[config.mk]
export PLATFORM = sky130hd
export DESIGN_NAME = mult_pipe_mc
export DESIGN_NICKNAME = d
export VERILOG_FILES = /design/src/rtl/mult_pipe_pkg.sv /design/src/rtl/mult_pipe_lane.sv /design/src/rtl/mult_pipe_mc.sv
export SDC_FILE = /design/constraint.sdc
export NUM_CORES = 1
export LEC_CHECK = 0
export ABC_AREA = 1
export BUFFER_PORTS_ARGS = -buffer_cell sky130_fd_sc_hd__buf_2
export CELL_PAD_IN_SITES_DETAIL_PLACEMENT = 1
export CELL_PAD_IN_SITES_GLOBAL_PLACEMENT = 1
export CORE_ASPECT_RATIO = 1.25
export CORE_UTILIZATION = 25
export CTS_CLUSTER_SIZE = 10
export DETAILED_ROUTE_END_ITERATION = 7
export GPL_ROUTABILITY_DRIVEN = 1
export PLACE_DENSITY = 0.58
export SYNTH_ARGS = -nofsm -noshare
export SYNTH_HDL_FRONTEND = slang
export SYNTH_SLANG_ARGS = --single-unit
[constraint.sdc]
create_clock -name clk -period 2 [get_ports clk]
set_input_delay 0.3 -clock clk [delete_from_list [all_inputs] [get_ports clk]]
set_output_delay 0.3 -clock clk [all_outputs]
set_load 0.02 [all_outputs]
[src/rtl/mult_pipe_pkg.sv]
// Shared definitions for the multi-channel squaring / accumulating pipeline.
package mult_pipe_pkg;

  // Default parameter values used by mult_pipe_mc and its lanes
  localparam int DEF_W      = 4;
  localparam int DEF_CH     = 2;
  localparam int DEF_STAGES = 2;
  localparam int DEF_AW     = 4;

  // Operation requested by an input beat; encoding 3 is reserved and
  // is folded onto MODE_SQUARE at the input of the pipeline
  typedef enum logic [1:0] {
    MODE_SQUARE = 2'd0,
    MODE_ACCUM  = 2'd1,
    MODE_CLEAR  = 2'd2
  } mode_e;

endpackage

[src/rtl/mult_pipe_lane.sv]
// One channel: squaring pipeline, saturating accumulator and result register.
// Valid/stall control comes from the shared controller in mult_pipe_mc.
module mult_pipe_lane
  import mult_pipe_pkg::*;
#(
  parameter int W      = DEF_W,
  parameter int STAGES = DEF_STAGES,
  parameter int AW     = DEF_AW,
  localparam int RW    = 2*W + AW
) (
  input  logic          clk,
  input  logic          rstn,
  input  logic          advance,
  input  logic [W-1:0]  operand,
  input  logic          pre_valid,
  input  mode_e         pre_mode,
  output logic [RW-1:0] result
);

  logic [2*W-1:0] sq_in;
  logic [2*W-1:0] pre_prod;
  logic [RW-1:0]  acc_q;
  logic [RW:0]    sum;
  logic [RW-1:0]  sat;

  assign sq_in = (2*W)'(operand) * (2*W)'(operand);

  if (STAGES > 1) begin : g_prod_pipe
    logic [2*W-1:0] prod_q [STAGES-1];

    // Carry the square towards the final stage, moving only when the pipeline advances
    always_ff @(posedge clk) begin
      if (!rstn) begin
        for (int i = 0; i < STAGES-1; i++) prod_q[i] <= '0;
      end else if (advance) begin
        prod_q[0] <= sq_in;
        for (int i = 1; i < STAGES-1; i++) prod_q[i] <= prod_q[i-1];
      end
    end

    assign pre_prod = prod_q[STAGES-2];
  end else begin : g_prod_direct
    assign pre_prod = sq_in;
  end

  // Saturating sum of the running accumulator and the incoming square
  always_comb begin
    sum = (RW+1)'(acc_q) + (RW+1)'(pre_prod);
    sat = sum[RW] ? '1 : sum[RW-1:0];
  end

  // Final stage: apply the beat's mode to the accumulator and register the result
  always_ff @(posedge clk) begin
    if (!rstn) begin
      acc_q  <= '0;
      result <= '0;
    end else if (advance && pre_valid) begin
      case (pre_mode)
        MODE_ACCUM: begin
          acc_q  <= sat;
          result <= sat;
        end
        MODE_CLEAR: begin
          acc_q  <= '0;
          result <= '0;
        end
        default: begin
          result <= RW'(pre_prod);
        end
      endcase
    end
  end

endmodule

[src/rtl/mult_pipe_mc.sv]
// Multi-channel squaring / accumulating pipeline with valid/ready handshake.
// Owns the global stall, the valid pipeline and the mode pipeline; each
// channel's datapath lives in a mult_pipe_lane instance.
module mult_pipe_mc
  import mult_pipe_pkg::*;
#(
  parameter int W      = DEF_W,
  parameter int CH     = DEF_CH,
  parameter int STAGES = DEF_STAGES,
  parameter int AW     = DEF_AW,
  localparam int RW    = 2*W + AW
) (
  input  logic            clk,
  input  logic            rstn,
  input  logic            in_valid,
  output logic            in_ready,
  input  logic [1:0]      in_mode,
  input  logic [CH*W-1:0] in_data,
  output logic            out_valid,
  input  logic            out_ready,
  output logic [CH*RW-1:0] out_data
);

  logic  advance;
  logic  accept;
  logic  pre_valid;
  mode_e in_mode_n;
  mode_e pre_mode;

  // Whole pipeline moves together whenever the output slot is free or being taken
  assign advance  = !out_valid || out_ready;
  assign in_ready = !rstn || advance;
  assign accept   = rstn && in_valid && in_ready;

  // Reserved encoding behaves as SQUARE so no undefined mode enters the pipe
  always_comb begin
    in_mode_n = (in_mode == 2'd3) ? MODE_SQUARE : mode_e'(in_mode);
  end

  if (STAGES > 1) begin : g_ctrl_pipe
    logic [STAGES-2:0] vld_q;
    mode_e             mode_q [STAGES-1];

    // Valid and mode travel beside the lane data up to the final stage
    always_ff @(posedge clk) begin
      if (!rstn) begin
        vld_q <= '0;
        for (int i = 0; i < STAGES-1; i++) mode_q[i] <= MODE_SQUARE;
      end else if (advance) begin
        vld_q[0]  <= accept;
        mode_q[0] <= in_mode_n;
        for (int i = 1; i < STAGES-1; i++) begin
          vld_q[i]  <= vld_q[i-1];
          mode_q[i] <= mode_q[i-1];
        end
      end
    end

    assign pre_valid = vld_q[STAGES-2];
    assign pre_mode  = mode_q[STAGES-2];
  end else begin : g_ctrl_direct
    assign pre_valid = accept;
    assign pre_mode  = in_mode_n;
  end

  // Output valid is the final-stage valid; it only changes when the pipe advances
  always_ff @(posedge clk) begin
    if (!rstn) begin
      out_valid <= 1'b0;
    end else if (advance) begin
      out_valid <= pre_valid;
    end
  end

  for (genvar c = 0; c < CH; c++) begin : g_lane
    mult_pipe_lane #(
      .W      (W),
      .STAGES (STAGES),
      .AW     (AW)
    ) u_lane (
      .clk       (clk),
      .rstn      (rstn),
      .advance   (advance),
      .operand   (in_data[c*W +: W]),
      .pre_valid (pre_valid),
      .pre_mode  (pre_mode),
      .result    (out_data[c*RW +: RW])
    );
  end

endmodule

==> reports/results.ini <==
[route]
drtIter0Drc = 144
drc = 0
drt-total-wl_mm = 11.83
via_per_inst = 4.485
wl_per_cell_um = 13.70
vias = 3875
first_pass_iters = 4
postRouteAntennaNets = 0

[clock_tree]
clkSinkCount = 66
clk_latency_ps = 340
h-tree-depth = 3
root_buffer = clkbuf_16
cts_buffer_depth = 2
cts_made_buffers = 9
ctsHoldBuffers = 0
cts_tree = done
clk_pin_slew_ps = 60

[floorplan]
ios = 40
fp.dieH_um = 142.9
die-area_um2 = 16390
start_util = 0.2550
coreArea_um2 = 15570
die_w_um = 114.7
row_count = 51

[worst_setup_path]
cp_cell_sequence = ha_4 -> ha_1 -> nand2_1 -> inv_1 -> nand2_1 -> nand2_2 -> nand2_2 -> nand2_2 -> nand2_4 -> buf_6 -> nand3_2 -> a21oi_2 -> nor2_1
cp.required_ps = 2210
critPathKind = flop to flop
cpMaxStageDelayCell = edfxtp_1
crit_arrival_ps = 2070
r2r-start = g_lane[1].u_lane.g_prod_pipe.prod_q[0][0]
critPathMaxStageDelay_ps = 450
start_kind = flop
cp_common_cell = nand2_2
worstSetupEndpointType = flop
critical_path.top_delay_family = simple AND/OR/NAND/NOR gates
crit_fanout = 5
cp-startpoint = g_lane[1].u_lane.g_prod_pipe.prod_q[0][0]
cp_num_buf_inv = 2

[sta]
fin_skew_ps = 7.585
rsz0062_at_grt = true
finalHoldViolations = 0
setup_viol = 0
finalCritPeriodShare = 0.9269
tightestPinTransition_ps = 518.4
finalCriticalPeriod_ps = 1854
fmax_mhz = 539.4
slew_violations = 0
finalSetupTns_ps = 0
slew_headroom = 0.6544

[pwr]
p_per_area_nw_per_um2 = 673.1
p_leak_nw = 2.441
vdd.ir_drop.worst_uv = 240.2
total_power_mw = 3.386

[cells_and_area]
nets = 687
syn_to_final_growth_pct = 26.69
diodes = 0
drive_above_1_share = 0.1840
design_area_um2 = 5030
fill_cells = 1987
finalNonFillerCells = 864

[place]
place_area_um2 = 4576
gp_congestion = 0.8145
placedCellCount = 846
portBuffers = 39
dp_hpwl_mm = 8.774

[global_routing]
antenna_found_initial = 0
grtUsageTotal = 0.1571
grt_pass1_vias = 4126
grt_start_max_net_pins = 46
grt_pass1_wl_mm = 19.97
grt_overflow = 0

[synth]
synth_top_cell_by_area = dfxtp_1
synth_flop_cell = dfxtp_1
synth_top_area_share = 0.2521
synth_nets = 621
synth_compound_area_frac = 0.1040
synth-xor-area-share = 0.01765
yosysMostFrequentCell = nand2_1
synthMuxAreaShare = 0
synth_simple_gate_area_frac = 0.3249
syn_area_um2 = 3970
yosysSeqAreaShare = 0.3731
yosys-top-cells-count = nand2_1 (202), inv_1 (73), a21oi_1 (59)
netlist_instances = 581
synth_fa_ha_area_frac = 0.08383
synth_cell_type_count = 32
synth_edf_count = 16
synth_top_family_by_area = simple AND/OR/NAND/NOR gates
avgSynthCellArea_um2 = 6.833
ys_seq_elements = 66
synth-async-reset-ratio = 0
yosysWarnings = 0
synth_area_leaders = dfxtp_1 (25%), nand2_1 (19%), edfxtp_1 (12%), ha_1 (7.9%), a21oi_1 (7.4%)

[hold_path]
hold_start = in_valid
hold_class = primary input to flop

[status]
status = completed

[job]
cap_viol_max_count = 0

## placed cells by master, fill, tap and decap left out, types with 2 or more instances in the layout
master,netlist,layout
dfxtp_1,50,50
edfxtp_1,16,16
a21oi_2,0,3
nand2_1,202,194
nand2_4,0,2
ha_4,0,7
nor2_1,45,44
nand4_1,7,7
nor2_2,1,2
nor2_8,2,2
nand3_1,42,40
a31oi_1,3,2
buf_4,2,33
a21oi_1,59,56
clkbuf_16,0,9
ha_1,25,17
nand3_2,0,2
nand2_2,0,6
clkbuf_8,0,2
inv_1,73,73
nor3_1,4,4
o21ai_0,12,11
xor2_1,7,7
clkinvlp_4,0,2
inv_2,2,2
clkinv_2,0,2
buf_2,4,39
## cells by family (layout without fill, tap and decap cells)
family,after synthesis,after routing
buffers and inverters,94,165
and+or+nand+nor,308,308
xor gates and xnor gates,8,8
adders and majority gates,26,26
AOI/OAI and AO/OA,79,79
DFF,66,66
## layout make-up
class,count,area [um^2],share of cell area
Tap cell,212,265.3,0.05274
Sequential cell,66,1481,0.2945
Multi-Input combinational cell,421,2260,0.4493
Inverter,76,287.8,0.05721
Timing Repair Buffer,73,454.2,0.09030
Clock inverter,5,28.78,0.005721
Clock buffer,11,252.7,0.05025
## state kept, by name, summed over array words and instances, names as in the netlist
name                              count
g_lane.u_lane.result                 24
g_ctrl_pipe.mode_q                    2
out_valid                             1
g_lane.u_lane.g_prod_pipe.prod_q     14
g_lane.u_lane.acc_q                  24
g_ctrl_pipe.vld_q                     1
## stage by stage
| stage | hold WS [ps] | utilization | worst slack [ps] |
|---|---|---|---|
| floorplan | 412.7 | - | 212.1 |
| global placement | 454.9 | 0.2939 | 15.72 |
| detailed placement | 459.0 | 0.2939 | -29.04 |
| CTS | 163.2 | 0.3127 | 24.57 |
| global route | 175.6 | 0.3230 | -30.26 |
| finish | 167.6 | 0.3230 | 146.1 |
## worst reg2reg max path, stage by stage, from the launching register on
cell and delay, ps:
edfxtp_1 450, ha_4 200, ha_1 190, nand2_1 70, inv_1 50, nand2_1 60
nand2_2 70, nand2_2 80, nand2_2 70, nand2_4 80, buf_6 120, nand3_2 90
a21oi_2 150, nor2_1 50
## path summary, 6_finish.rpt
| kind | endpoint | slack [ps] | cells past startpoint |
|---|---|---|---|
| setup / recovery | g_lane[1].u_lane.result[7] | 150 | 13 |
| hold / removal | g_ctrl_pipe.vld_q | 170 | 3 |
| setup reg to reg | g_lane[1].u_lane.result[7] | 150 | 13 |
| hold reg to reg | g_lane[0].u_lane.result[11] | 460 | 2 |
## metal layers
metal | GRT usage | routed length (um) | vias up
met2 | 0.2734 | 5815 | 48
met5 | 0 | 0 | -
li1 | - | - | 1993
met1 | 0.1912 | 5571 | 1825
met3 | 0.02377 | 266 | 9
met4 | 0.06767 | 181 | 0
## where the power goes
group	internal (mW)	leakage, nW	switching, mW
combinational	0.159	1.71	0.270
sequential	1.42	0.592	0.0356
clock	0.897	0.135	0.608
## what timing repair did
action | in CTS | in global routing
pin swaps | 0 | 4
setup endpoints to repair | 14 | 45
resized for setup | 4 | 25
buffers inserted | 0 | 2
cloned | 0 | 0
Power figures use the tool's default switching activity.
